### config.mk
export PLATFORM = sky130hd
export DESIGN_NAME = nvme_pcie_nptag
export DESIGN_NICKNAME = d
export VERILOG_FILES = /design/src/rtl/nvme_pcie_nptag.sv
export SDC_FILE = /design/constraint.sdc
export NUM_CORES = 1
export LEC_CHECK = 0
export ABC_CLOCK_PERIOD_IN_PS = 1800
export BUFFER_PORTS_ARGS = -buffer_cell sky130_fd_sc_hd__buf_4
export CAP_MARGIN = 25
export CORE_MARGIN = 2
export CORE_UTILIZATION = 40
export DETAILED_ROUTE_END_ITERATION = 10
export SLEW_MARGIN = 20
export SYNTH_ARGS = -nofsm -noshare
export SYNTH_HDL_FRONTEND = slang
export SYNTH_SLANG_ARGS = --single-unit
### constraint.sdc
create_clock -name user_clk -period 1.8 [get_ports user_clk]
set_input_delay 0 -clock user_clk [delete_from_list [all_inputs] [get_ports user_clk]]
set_output_delay 0 -clock user_clk [all_outputs]
set_load 0.02 [all_outputs]
### src/rtl/nvme_pcie_nptag.sv
// Non-posted tag manager: allocates control-unit tags, times them out, matches
// requester completions and returns one classified response per request.
module nvme_pcie_nptag #(
    parameter int unsigned NUM_TAGS  = 4,
    parameter int unsigned TIMEOUT_W = 20
) (
    input  logic                          user_clk,
    input  logic                          user_reset_n,
    input  logic                          user_lnk_up,
    input  logic [TIMEOUT_W-1:0]          regs_nptag_timeout,
    input  logic                          ctl_nptag_req_valid,
    output logic                          nptag_ctl_req_ready,
    output logic [7:0]                    nptag_ctl_req_tag,
    input  logic                          rxrc_nptag_valid,
    input  logic [7:0]                    rxrc_nptag_tag,
    input  logic [63:0]                   rxrc_nptag_data,
    input  logic [7:0]                    rxrc_nptag_datap,
    input  logic [7:0]                    rxrc_nptag_be,
    input  logic [2:0]                    rxrc_nptag_status,
    input  logic                          rxrc_nptag_poison,
    input  logic [3:0]                    rxrc_nptag_errcode,
    output logic                          nptag_rxrc_ack,
    output logic                          nptag_ctl_rsp_valid,
    output logic [7:0]                    nptag_ctl_rsp_tag,
    output logic [2:0]                    nptag_ctl_rsp_code,
    output logic [63:0]                   nptag_ctl_rsp_data,
    output logic [7:0]                    nptag_ctl_rsp_datap,
    output logic [7:0]                    nptag_ctl_rsp_be,
    input  logic                          ctl_nptag_rsp_ack,
    output logic [$clog2(NUM_TAGS):0]     nptag_outstanding,
    output logic                          nptag_unexp_err
);
    localparam int unsigned TW = $clog2(NUM_TAGS);
    localparam logic [TIMEOUT_W-1:0] TimerOne = TIMEOUT_W'(1);

    logic [NUM_TAGS-1:0]  busy_q, busy_d, expired_q, expired_d;
    logic [TIMEOUT_W-1:0] timer_q [NUM_TAGS];
    logic [TIMEOUT_W-1:0] timer_d [NUM_TAGS];

    logic        rsp_valid_q;
    logic [7:0]  rsp_tag_q;
    logic [2:0]  rsp_code_q;
    logic [63:0] rsp_data_q;
    logic [7:0]  rsp_datap_q;
    logic [7:0]  rsp_be_q;
    logic        unexp_q;

    logic [TW-1:0]        free_idx, exp_idx, cpl_idx;
    logic                 any_free, any_exp;
    logic                 alloc, slot_free, cpl_hit, to_fire;
    logic [2:0]           cpl_code;
    logic [TIMEOUT_W-1:0] limit_m1;
    logic [TW:0]          busy_cnt;

    // Lowest free and lowest expired index, plus busy popcount
    always_comb begin
        free_idx = '0;
        any_free = 1'b0;
        exp_idx  = '0;
        any_exp  = 1'b0;
        busy_cnt = '0;
        for (int i = NUM_TAGS - 1; i >= 0; i--) begin
            if (!busy_q[i]) begin
                free_idx = TW'(i);
                any_free = 1'b1;
            end
            if (expired_q[i]) begin
                exp_idx = TW'(i);
                any_exp = 1'b1;
            end
        end
        for (int i = 0; i < NUM_TAGS; i++) begin
            busy_cnt = busy_cnt + (TW + 1)'(busy_q[i]);
        end
    end

    always_comb begin
        if (rxrc_nptag_errcode != 4'd0) cpl_code = 3'd1;
        else if (rxrc_nptag_poison)     cpl_code = 3'd2;
        else if (rxrc_nptag_status != 3'd0) cpl_code = 3'd3;
        else                            cpl_code = 3'd0;
    end

    assign nptag_ctl_req_ready = user_lnk_up & any_free;
    assign nptag_ctl_req_tag   = {{(8 - TW){1'b0}}, free_idx};
    assign alloc               = ctl_nptag_req_valid & nptag_ctl_req_ready;
    assign slot_free           = ~rsp_valid_q | ctl_nptag_rsp_ack;
    assign nptag_rxrc_ack      = rxrc_nptag_valid & slot_free;
    assign cpl_idx             = rxrc_nptag_tag[TW-1:0];
    assign cpl_hit             = nptag_rxrc_ack && (rxrc_nptag_tag[7:TW] == '0) && busy_q[cpl_idx];
    // Any accepted completion, even an unexpected one, holds off timeout responses
    assign to_fire             = slot_free & ~nptag_rxrc_ack & any_exp;
    assign limit_m1            = regs_nptag_timeout - TimerOne;

    always_comb begin
        busy_d    = busy_q;
        expired_d = expired_q;
        for (int i = 0; i < NUM_TAGS; i++) begin
            timer_d[i] = timer_q[i];
            if (alloc && free_idx == TW'(i)) begin
                busy_d[i]    = 1'b1;
                expired_d[i] = 1'b0;
                timer_d[i]   = '0;
            end else if (busy_q[i] && !expired_q[i]) begin
                if (regs_nptag_timeout != '0) timer_d[i] = timer_q[i] + TimerOne;
                if (!user_lnk_up ||
                    (regs_nptag_timeout != '0 && timer_q[i] == limit_m1)) begin
                    expired_d[i] = 1'b1;
                end
            end
            if ((cpl_hit && cpl_idx == TW'(i)) || (to_fire && exp_idx == TW'(i))) begin
                busy_d[i]    = 1'b0;
                expired_d[i] = 1'b0;
            end
        end
    end

    always_ff @(posedge user_clk or negedge user_reset_n) begin
        if (!user_reset_n) begin
            busy_q      <= '0;
            expired_q   <= '0;
            for (int i = 0; i < NUM_TAGS; i++) timer_q[i] <= '0;
            rsp_valid_q <= 1'b0;
            rsp_tag_q   <= '0;
            rsp_code_q  <= '0;
            rsp_data_q  <= '0;
            rsp_datap_q <= '0;
            rsp_be_q    <= '0;
            unexp_q     <= 1'b0;
        end else begin
            busy_q    <= busy_d;
            expired_q <= expired_d;
            for (int i = 0; i < NUM_TAGS; i++) timer_q[i] <= timer_d[i];
            if (nptag_rxrc_ack && !cpl_hit) unexp_q <= 1'b1;
            if (cpl_hit) begin
                rsp_valid_q <= 1'b1;
                rsp_tag_q   <= rxrc_nptag_tag;
                rsp_code_q  <= cpl_code;
                rsp_data_q  <= rxrc_nptag_data;
                rsp_datap_q <= rxrc_nptag_datap;
                rsp_be_q    <= rxrc_nptag_be;
            end else if (to_fire) begin
                rsp_valid_q <= 1'b1;
                rsp_tag_q   <= {{(8 - TW){1'b0}}, exp_idx};
                rsp_code_q  <= 3'd4;
                rsp_data_q  <= '0;
                rsp_datap_q <= 8'hFF;
                rsp_be_q    <= '0;
            end else if (ctl_nptag_rsp_ack) begin
                rsp_valid_q <= 1'b0;
            end
        end
    end

    assign nptag_ctl_rsp_valid = rsp_valid_q;
    assign nptag_ctl_rsp_tag   = rsp_tag_q;
    assign nptag_ctl_rsp_code  = rsp_code_q;
    assign nptag_ctl_rsp_data  = rsp_data_q;
    assign nptag_ctl_rsp_datap = rsp_datap_q;
    assign nptag_ctl_rsp_be    = rsp_be_q;
    assign nptag_outstanding   = busy_cnt;
    assign nptag_unexp_err     = unexp_q;

endmodule

Word level (Yosys, flattened, before mapping)
Index checks and enable logic that the tools add are counted.

storage, ports and cells
  bits of input ports = 122
  flip-flop bits (word level) = 181

operators by class
  reduce and logical (&&, ||, !) cells = 74
  order comparisons = 1
  mux-type cells = 70
  $add $sub $neg = 8
  bitwise logic cells = 8
  equality and inequality tests = 13

operator list
  cell                   count
  $mux 20                12
  $mux 64                2
  $add 20x1->20 const B  4
  $eq 20x20->1           4
  $mux 8                 6
  $mux 1                 36
  $reduce_bool 3->1      10
  $reduce_bool 2->1      13
  $logic_and 1x1->1      23
  $mux 2                 11
  $reduce_bool 20->1     1
  $sub 20x1->20 const B  1
  $reduce_and 2->1       8
  $eq 2x2->1 const B     6
  $logic_or 1x1->1       8
  $eq 2x1->1 const B     3
  $logic_not 1->1        6
  $logic_not 2->1        3
  $logic_not 6->1        1
  $mux 3                 2
  $and 1x1->1            5
  $reduce_bool 4->1      1
  $add 2x1->3            1
  $add 3x1->3            1
  other kinds (5)        6

Depth between registers and ports, before layout
Gate-level depths: netlist of run 1.

  word-level depth = 10
  depth in mapped cells = 12

Worst setup path after synthesis of run 1
Ideal clock, no wire load.

  path kind = input to register
  start point = in regs_nptag_timeout[0]
  end point = reg expired_q[3]
  stages = 11
  arrival time = 2.521 ns
  path buffers = 2
  slack = -0.813 ns
  setup time = 0.092 ns
  data required time = 1.708 ns
  cells stage by stage = buf_6 > inv_1 > ha_1 > or3b_1 > clkbuf_1 > or4_1 > and2_1 > a221oi_1 > o2111ai_1 > or3_1 > o31ai_2

on the way
  cells in the longest elaborated chain, start to end = 6

ends and longest elaborated chain
  element                                 line  source
  start, declared                         10    input logic [TIMEOUT_W-1:0] regs_nptag_timeout,
  $sub 20x1->20                           93    assign limit_m1 = regs_nptag_timeout - TimerOne;
  $eq 20x20->1                            107   (regs_nptag_timeout != '0 && timer_q[i] == limit_m1)) begin
  $logic_and 1x1->1 (*)                   107
  $logic_or 1x1->1 (*)                    106   if (!user_lnk_up ||
  $reduce_bool 3->1 (no source line) (*)  n/a
  $reduce_and 2->1 (no source line) (*)   n/a
  end signal, assigned                    132   expired_q <= expired_d;
  end, declared                           36    logic [NUM_TAGS-1:0] busy_q, busy_d, expired_q, expired_d;

Mark *: on every way between the ends. The rest lies on a longest branch, timed or not.
A chain may end at the register's enable or synchronous reset.

Worst setup path after layout of run 1
  start point = reg busy_q[1]
  end point = out nptag_outstanding[1]

on the way
  cells in the longest elaborated chain, start to end = 3

ends and longest elaborated chain
  element                 line  source
  start, declared         36
  start signal, assigned  131   busy_q <= busy_d;
  $add 1x1->2             73    busy_cnt = busy_cnt + (TW + 1)'(busy_q[i]);
  $add 2x1->3             73
  $add 3x1->3             73
  end, declared           30    output logic [$clog2(NUM_TAGS):0] nptag_outstanding,

Every way passes these cells.

==> impl_results.md, run 1 <==
- Status: finished, violations left
- Failing checks: setup timing
- Layout cells sized above 1: 42.6%
- EDFF count, synth: 0
- Sequential cell area: 4530 sq um
- Startpoint types: flip-flop
- I/O pin count: 228
- Yosys top cell by area: dfrtp_1
- Worst-margin pin slew: 0.585 ns
- Final setup fails: 122
- Synth async-reset ratio: 100%
- Die width: 162 um
- Period utilization: 117%
- Initial core utilization: 41.0%
- Syn_area_per_cell: 8.70 sq um
- Critical path arrival: 2.11 ns
- Power Density: 805 nW/um^2
- P&R area growth vs syn: 68.7%
- TritonCTS Buffers: 17
- FF-to-FF path depth: 8
- Final Power: 13.6 mW
- Seq/Total Area, Yosys: 45.2%
- Final worst slack: -0.306 ns
- Die span in y: 162 um
- Filler Cells Inserted: 1817
- Final hold viol count: 0
- Vias: 10700
- Peak VDD IR: 819 uV
- Mapped Cells: 1152
- WP data required: 1.80 ns
- RR Startpoint: timer_q[0]$_DFFE_PN0P_
- Crit Path Max Fanout: 5
- Dpl cells: 1828
- Gpl congestion: 0.910
- Syn. warnings: 0
- Yosys top cell area share: 45.2%
- RSZ-0062 raised after global routing: true
- Max_cap viols: 0
- Ranking of synthesized cells by area: dfrtp_1 45%, nand2_1 8.3%, xnor2_1 6.7%
- Multi-input gate area: 6310 sq um
- Largest net degree at the start of global routing: 54
- Antenna viol nets, final: 0
- DR pass1 iterations: 5
- Rel. slew slack: 60.0%
- CTS tree: built
- Hold slack: 0.0428 ns
- Worst Skew: 0.0181 ns
- Highest clock rate: 475 MHz
- Post-layout min period: 2.11 ns
- Worst-Skew Late Latency: 0.45 ns
- Main synth FF type: dfrtp_1
- CORE AREA: 24500 sq um
- Critical path capture point type: output port
- GRT overflow: 0
- Pleak: 7.98 nW
- Vias per std cell: 5.35
- Post-Layout Inst Area: 16900 sq um
- Remaining DRCs: 0
- Seq cells post-synth: 181
- WL/cell: 19.4 um
- Post-route core utilization: 69.1%
- Hold crit path type: input pin to flip-flop
- Die Area: 26300 sq um
- WS Path Type: flip-flop to output port
- Final HPWL DP: 25.6 mm
- Layout Cells excl Fill: 2009
- Count of unique library cells instantiated by Yosys: 69
- Synthesized cell area: 10000 sq um
- IO Port Bufs: 221
- Root Driver: clkbuf_16
- Worst reg2reg setup slack: -0.24 ns
- Pins over their slew limit: 0
- Row Count: 57
- Clk sink count: 181
- H-tree depth: 4
- Crit path launch: busy_q[1]$_DFFE_PN0N_
- Post-Place Cell Area: 13500 sq um
- N_diodes: 0
- Vias in the first global route: 10800
- GRT Total Usage: 28.1%
- Post-Route WL: 39.1 mm
- DRT iter0 DRCs: 701
- Initial antenna violation count: 0
- Deepest clock path buffer count: 2
- Nets@finish: 1802
- First-pass GRT wire length: 58.2 mm
- CP Capture Point: nptag_outstanding[1]
- Worst R2R End: expired_q[3]$_DFFE_PN0P_
- Clock-pin slew on the worst setup and hold paths: 0.08 ns
[layout by cell type (no fill, tap or decap), types with 5 or more instances in the layout]
cell type,count
a21oi_1,16
a21oi_2,6
and2_4,5
and3_1,9
and3_4,7
and4_4,6
buf_12,9
buf_4,411
buf_6,36
buf_8,8
clkbuf_16,25
clkinv_8,5
conb_1,6
dfrtp_1,178
dlygate4sd3_1,93
inv_1,15
mux2i_1,5
nand2_1,204
nand2_2,15
nand2b_1,6
nand3_1,41
nand3_2,66
nand3_4,6
nand4_1,23
nor2_1,106
nor2_4,7
nor3_1,10
nor3_2,5
nor3_4,7
nor3b_1,5
nor4_1,14
nor4_2,5
o211ai_1,6
o21ai_0,25
or3_1,10
xnor2_1,64
xnor2_2,11
xor2_1,62
[worst min-delay path by stage]
stage	from	endpoint	slack (ns)	depth (start not counted)
detailed placement	user_reset_n	timer_q[23]$_DFFE_PN0P_	0.009	1
CTS	ctl_nptag_rsp_ack	nptag_ctl_rsp_valid$_DFFE_PN0P_	0.04	4
global placement	user_reset_n	timer_q[28]$_DFFE_PN0P_	0.01	1
global route	ctl_nptag_rsp_ack	nptag_ctl_rsp_valid$_DFFE_PN0P_	0.07	4
finish	ctl_nptag_rsp_ack	nptag_ctl_rsp_valid$_DFFE_PN0P_	0.04	4
floorplan	user_reset_n	busy_q[0]$_DFFE_PN0N_	-0.30	0
[where the power goes]
| group | switching, mW | internal [mW] |
|---|---|---|
| sequential | 0.397 | 4.37 |
| combinational | 2.54 | 2.37 |
| clock | 2.00 | 1.93 |
| total | 4.93 | 8.67 |
[through the flow]
| stage | setup slack (ns) | TNS (ns) |
|---|---|---|
| after floorplan | -0.595 | -22.22 |
| after global placement | -0.629 | -36.68 |
| after detailed placement | -0.669 | -36.58 |
| after CTS | -0.291 | -1.73 |
| after global routing | -0.347 | -20.06 |
| final | -0.306 | -11.54 |
[layout make-up]
| class | instances | share of cell area [%] |
|---|---|---|
| clock inverter | 14 | 1.04 |
| sequential | 181 | 26.8 |
| tap | 324 | 2.40 |
| timing repair buffer | 567 | 29.4 |
| multi-input combinational | 885 | 37.3 |
| inverter | 20 | 0.474 |
| clock buffer | 18 | 2.60 |
[cells in the mapped netlist (6+ instances only)]
cell type    n
a211oi_1     7
a21oi_1     23
and2_1       9
and3_1      16
and4_1       9
buf_1        6
buf_2        9
buf_4        6
clkbuf_1    49
dfrtp_1    181
ha_1         7
inv_1       20
nand2_1    221
nand2b_1     7
nand3_1    113
nand4_1     23
nor2_1     117
nor3_1      21
nor4_1      20
o211ai_1     6
o21ai_0     32
or3_1       13
or4_1        6
xnor2_1     77
xor2_1      63
[metal layers]
layer	global-route usage [%]	vias to the layer above	share of wire [%]
li1	-	4990	-
met1	35.9	5301	40
met2	47.9	383	50
met3	6.84	66	7.5
met4	7.56	0	2.2
met5	0	-	0
[registers in the layout, summed over array words and instances, names as in the netlist]
| register | cells |
|---|---|
| timer_q | 80 |
| nptag_ctl_rsp_data | 64 |
| nptag_ctl_rsp_be | 8 |
| nptag_ctl_rsp_datap | 8 |
| nptag_ctl_rsp_tag | 8 |
| busy_q | 4 |
| expired_q | 4 |
| nptag_ctl_rsp_code | 3 |
| nptag_ctl_rsp_valid | 1 |
| nptag_unexp_err | 1 |
[critical path: stages (launching register included)]
cell     delay [ns]
dfrtp_1        0.36
inv_1          0.06
buf_4          0.15
fa_1           0.53
inv_2          0.05
ha_4           0.15
ha_4           0.25
buf_6          0.11
[cell families after synthesis]
kind of cell	synth area share (%)
flip-flops	45.2
buffers and inverters	4.04
adder cells (fa/ha/maj)	1.17
other	0.0374
XOR/XNOR	12.2
AND/OR/NAND/NOR	27.9
multiplexers	0.724
AO/OA/AOI/OAI	8.72
[timing repair]
action,CTS,global route
gates resized for setup,98,202
endpoints found under the setup margin,68,150
hold endpoints to repair,269,0
pin swaps,54,173
setup buffers,32,25
hold buffers,93,0
cloned,2,9
No activity file was read; power rests on OpenSTA's default activity.
==> inputs of run 2 (changes only) <==
CORE_MARGIN = unset   (was 2)
==> run 2 against run 1 <==
Compared with the run above: the flow still finishes with violations (setup timing); final cell count decreased by 0.35%; sequential share of layout area increased by 0.25 points; power decreased by 0.34%; combinational power about the same; routed wire length decreased by 2.7%; maximum frequency increased by 1.2%; non-clock buffer count decreased by 5; hold slack got worse by 0.0068 ns; sequential power about the same; final area decreased by 0.93%; clock power about the same; largest cell class unchanged.
==> impl_results.md, run 2 (synthesis results as in run 1) <==
- Status: finished, violations left
- Failing checks: setup timing
- WP data required: 1.80 ns
- WP buf/inv: 4
- Vias in the first global route: 10600
- IO Port Bufs: 221
- Post-Route WL: 38.0 mm
- GRT overflow: 0
- Vias: 10600
- Final HPWL DP: 25.7 mm
- Vias per std cell: 5.30
- P&R area growth vs syn: 67.1%
- Critical path capture point type: output port
- Clock-pin slew on the worst setup and hold paths: 0.07 ns
- Final Power: 13.6 mW
- DRT iter0 DRCs: 612
- Pleak: 7.95 nW
- H-tree depth: 4
- Hold path depth: 4
- Hold crit path type: input pin to flip-flop
- Worst-Skew Late Latency: 0.44 ns
- GRT Total Usage: 28.3%
- Slowest cell on crit path: fa_1
- Worst Skew: 0.0132 ns
- Multi-input gate area: 6180 sq um
- Peak VDD IR: 550 uV
- FF-to-FF path depth: 8
- CTS tree: built
- Die Area: 25700 sq um
- Pins over their slew limit: 0
- WL/cell: 19.0 um
- Reg with most FFs: timer_q
- Hold worst-path end: busy_q[0]$_DFFE_PN0N_
- Dpl ws: -0.669 ns
- Nets@finish: 1796
- WS Path Type: flip-flop to output port
- RR Startpoint: timer_q[0]$_DFFE_PN0P_
- Crit Path Max Fanout: 2
- CP peak stage delay: 0.56 ns
- Gpl congestion: 0.905
- Delay-heaviest family, CP: adder cells
- Clk sink count: 181
- Power Density: 809 nW/um^2
- Final hold viol count: 0
- DR pass1 iterations: 5
- Crit path launch: busy_q[3]$_DFFE_PN0N_
- I/O pin count: 228
- Max FFs per register: 80
- Row Count: 57
- Sequential cell area: 4530 sq um
- Commonest non-fill, non-tap cell in the layout: buf_4
- Min-delay src: user_lnk_up
- TritonCTS Buffers: 17
- Startpoint types: flip-flop
- Layout cells sized above 1: 41.8%
- Period utilization: 116%
- Final setup fails: 43
- Deepest clock path buffer count: 2
- Root Driver: clkbuf_16
- Worst reg2reg setup slack: -0.19 ns
- Worst R2R End: expired_q[3]$_DFFE_PN0P_
- CORE AREA: 24500 sq um
- RSZ-0062 raised after global routing: true
- Initial core utilization: 41.0%
- Highest clock rate: 481 MHz
- Filler Cells Inserted: 1888
- Max_cap viols: 0
- First-pass GRT wire length: 56.8 mm
- Final worst slack: -0.281 ns
- Cell breakdown of the critical path: inv_2 > buf_6 > fa_1 > inv_2 > ha_4 > ha_4 > buf_6
- Commonest non-fill, non-tap cells in the layout: 416 x buf_4, 212 x nand2_1, 178 x dfrtp_1
- Antenna viol nets, final: 0
- N_diodes: 0
- Remaining DRCs: 0
- Rel. slew slack: 61.1%
- Die width: 160 um
- Largest net degree at the start of global routing: 61
- Die span in y: 160 um
- Critical path arrival: 2.08 ns
- Initial antenna violation count: 0
- Post-layout min period: 2.08 ns
- Worst-margin pin slew: 0.580 ns
- Hold slack: 0.0361 ns
run 2: stage by stage:
step                      setup TNS, ns  utilization [%]  instance area (sq um)  std cells
final                             -2.46             68.5                  16800       2002
after global routing              -9.87             68.5                  16800       2002
after CTS                         -1.05             63.4                  15500       1967
after detailed placement         -36.75             55.3                  13500       1830
after global placement           -37.22             55.3                  13500       1830
after floorplan                  -22.22                -                  10100       1157
run 2: what timing repair did:
item	in CTS	in global routing
endpoints found under the setup margin	135	154
setup buffers	16	25
pin swaps	22	113
endpoints found under the hold margin	168	0
gates cloned	0	11
hold buffers	91	0
resized for setup	74	178
run 2: worst min-delay path, stage by stage:
cell,delay [ns]
buf_4,0.13
nand2_1,0.08
buf_4,0.15
a21oi_1,0.07
run 2: layout make-up:
type | instances | share of cell area (%)
clock buffer | 17 | 2.54
multi-input combinational | 884 | 36.9
inverter | 20 | 0.478
sequential | 181 | 27.1
clock inverter | 14 | 1.16
timing repair buffer | 562 | 29.4
tap | 324 | 2.42
run 2: worst max path at each step:
stage | endpoint | slack, ns | cells after the start
floorplan | expired_q[3]$_DFFE_PN0P_ | -0.59 | 11
global placement | expired_q[3]$_DFFE_PN0P_ | -0.63 | 10
detailed placement | expired_q[0]$_DFFE_PN0P_ | -0.67 | 8
global route | expired_q[3]$_DFFE_PN0P_ | -0.34 | 8
CTS | nptag_outstanding[1] | -0.29 | 7
finish | nptag_outstanding[1] | -0.28 | 7
run 2: report_power, final:
part	internal (mW)	switching (mW)
logic	2.41	2.48
registers	4.37	0.370
clock network	2.01	1.92
total	8.79	4.77
run 2: layer usage:
metal  GRT usage (%)  wire, um
met3            7.44      2500
met2            47.9     19200
met1            35.5     15600
met4            8.40       680
met5               0         0
==> inputs of run 3 (changes only) <==
==> constraint.sdc (replaced) <==
create_clock -name user_clk -period 1.8 [get_ports user_clk]
set_input_delay 0.36 -clock user_clk [delete_from_list [all_inputs] [get_ports user_clk]]
set_output_delay 0.36 -clock user_clk [all_outputs]
set_load 0.02 [all_outputs]
==> run 3 against run 2 <==
Compared with the run above: the run still ends with setup timing left; hold slack improved by 0.060 ns; maximum frequency decreased by 11%; sequential share of layout area increased by 0.33 points; sequential power about the same; critical path depth decreased by 1; clock skew increased by 0.0030 ns; power increased by 0.30%; die area unchanged; critical endpoint unchanged.
==> impl_results.md, run 3 (synthesis results as in run 1) <==
- Initial core utilization: 41.0%
- H-tree depth: 4
- DR pass1 iterations: 5
- Met3 usage: 7.41%
- Vias in the first global route: 10400
- Commonest non-fill, non-tap cells in the layout: 408 x buf_4, 194 x nand2_1, 180 x dfrtp_1
- Worst-Skew Late Latency: 0.45 ns
- Slowest cell on crit path: fa_1
- Commonest non-fill, non-tap cell in the layout: buf_4
- CORE AREA: 24500 sq um
- Sw frac: 36.5%
- Worst-margin pin slew: 0.578 ns
- Root Driver: clkbuf_16
- Net Switching: 4.96 mW
- GRT overflow: 0
- Antenna viol nets, final: 0
- DRT iter0 DRCs: 857
- Row Count: 57
- Startpoint types: flip-flop
- Final setup fails: 180
- Met2 usage in global routing: 51.7%
- First-pass GRT wire length: 59.1 mm
- CP peak stage delay: 0.51 ns
- RSZ-0062 raised after global routing: true
- Dpl ws: -1.04 ns
- WL/cell: 20.1 um
- Final worst slack: -0.530 ns
- Largest net degree at the start of global routing: 82
- Worst reg2reg setup slack: -0.43 ns
- Critical path capture point type: output port
- Rel. slew slack: 61.5%
- Min-delay src: rxrc_nptag_data[26]
- Gpl congestion: 0.945
- Remaining DRCs: 0
- Status: finished, violations left
- CTS tree: built
- FF-to-FF path depth: 13
- Vias: 10400
- P&R area growth vs syn: 65.0%
- Power Density: 822 nW/um^2
- Failing checks: setup timing
- Clk sink count: 181
- Vias per std cell: 5.38
- IO Port Bufs: 221
- Peak VDD IR: 642 uV
- Clock-pin slew on the worst setup and hold paths: 0.09 ns
- N_diodes: 0
- GRT Total Usage: 29.8%
- Hold slack: 0.0964 ns
- P_int: 8.64 mW
- RR Startpoint: busy_q[0]$_DFFE_PN0N_
- Post-layout min period: 2.33 ns
- Final hold viol count: 0
- Sequential cell area: 4530 sq um
- Comb pwr share: 37.1%
- Highest clock rate: 429 MHz
- Initial antenna violation count: 0
- Multi-input gate area: 6480 sq um
- Delay-heaviest family, CP: adder cells
- Global route hottest layer: met2
- Reg power frac: 34.6%
- Die span in y: 160 um
- Hold path depth: 3
- TritonCTS Buffers: 17
- Pleak: 7.82 nW
- Most used cell, CP: ha_4
- WP buf/inv: 3
- Die Area: 25700 sq um
- Final Power: 13.6 mW
- Critical path arrival: 1.97 ns
- GR Layer Usage met1: 37.0%
- Layout cells sized above 1: 47.6%
- Max_cap viols: 0
- Nets@finish: 1733
- Period utilization: 129%
- Cell breakdown of the critical path: inv_4 > fa_1 > inv_2 > ha_4 > ha_4 > buf_6
- Clock share of power: 28.2%
- I/O pin count: 228
- Setup TNS: -50.49 ns
- Filler Cells Inserted: 1909
- Max FFs per register: 80
- Post-Route WL: 39.0 mm
- Pins over their slew limit: 0
- Hold worst-path end: nptag_ctl_rsp_data[26]$_DFFE_PN0P_
- Final HPWL DP: 25.4 mm
- WS Path Type: flip-flop to output port
- Crit Path Max Fanout: 3
- Die width: 160 um
- Reg with most FFs: timer_q
- Worst R2R End: expired_q[0]$_DFFE_PN0P_
- WP data required: 1.44 ns
- Hold crit path type: input pin to flip-flop
- Deepest clock path buffer count: 2
- Worst Skew: 0.0162 ns
-- run 3: final cells by class --
type	count	share of cell area (%)
well taps	324	2.45
multi-input cells	884	39.1
clock inverters	14	0.983
inverters	20	0.499
flip-flops and latches	181	27.4
clock buffers	18	2.59
repair buffers	499	26.9
-- run 3: what timing repair did --
action | 4_1_cts | 5_1_grt
buffers inserted | 52 | 29
cloned | 16 | 2
pin swaps | 207 | 116
setup endpoints to repair | 181 | 184
hold endpoints to repair | 39 | 0
hold buffers | 1 | 0
gates resized for setup | 228 | 135
-- run 3: worst max-delay path by stage --
stage | startpoint | to | slack [ns] | depth (start not counted)
after CTS | busy_q[3]$_DFFE_PN0N_ | nptag_outstanding[1] | -0.55 | 6
after global placement | regs_nptag_timeout[5] | expired_q[3]$_DFFE_PN0P_ | -0.98 | 8
final | busy_q[1]$_DFFE_PN0N_ | nptag_outstanding[1] | -0.53 | 6
after detailed placement | regs_nptag_timeout[5] | expired_q[0]$_DFFE_PN0P_ | -1.04 | 8
after floorplan | regs_nptag_timeout[0] | expired_q[3]$_DFFE_PN0P_ | -0.95 | 11
after global routing | regs_nptag_timeout[1] | expired_q[0]$_DFFE_PN0P_ | -0.61 | 13
-- run 3: worst reg2reg max path, delay by kind of cell (launching register included) --
kind / cells / cell delay (ns)
and+or+nand+nor: 3 / 0.29
buffers and inverters: 6 / 0.68
AOI/OAI and AO/OA: 4 / 0.77
DFF: 1 / 0.42
-- run 3: metal layers --
metal / vias up / share of wire (%)
met1: 5140 / 41
met4: 0 / 2.2
met3: 61 / 6.7
met2: 368 / 50
li1: 4859 / -
met5: - / 0
-- run 3: power by group through the flow --
| stage | logic (mW) | clock network, mW | registers, mW |
|---|---|---|---|
| floorplan | 1.81 | 0 | 4.80 |
| global placement | 3.75 | 0 | 4.76 |
| detailed placement | 3.79 | 0 | 4.76 |
| CTS | 4.61 | 3.88 | 4.69 |
| global route | 5.42 | 4.04 | 4.73 |
| finish | 5.05 | 3.84 | 4.71 |
-- run 3: stage by stage --
step                      util [%]  instance area (sq um)  std cells
final                         67.6                  16500       1940
after floorplan                  -                  10100       1157
after CTS                     65.1                  15900       1927
after global routing          67.6                  16500       1940
after global placement        55.2                  13500       1831
after detailed placement      55.2                  13500       1831
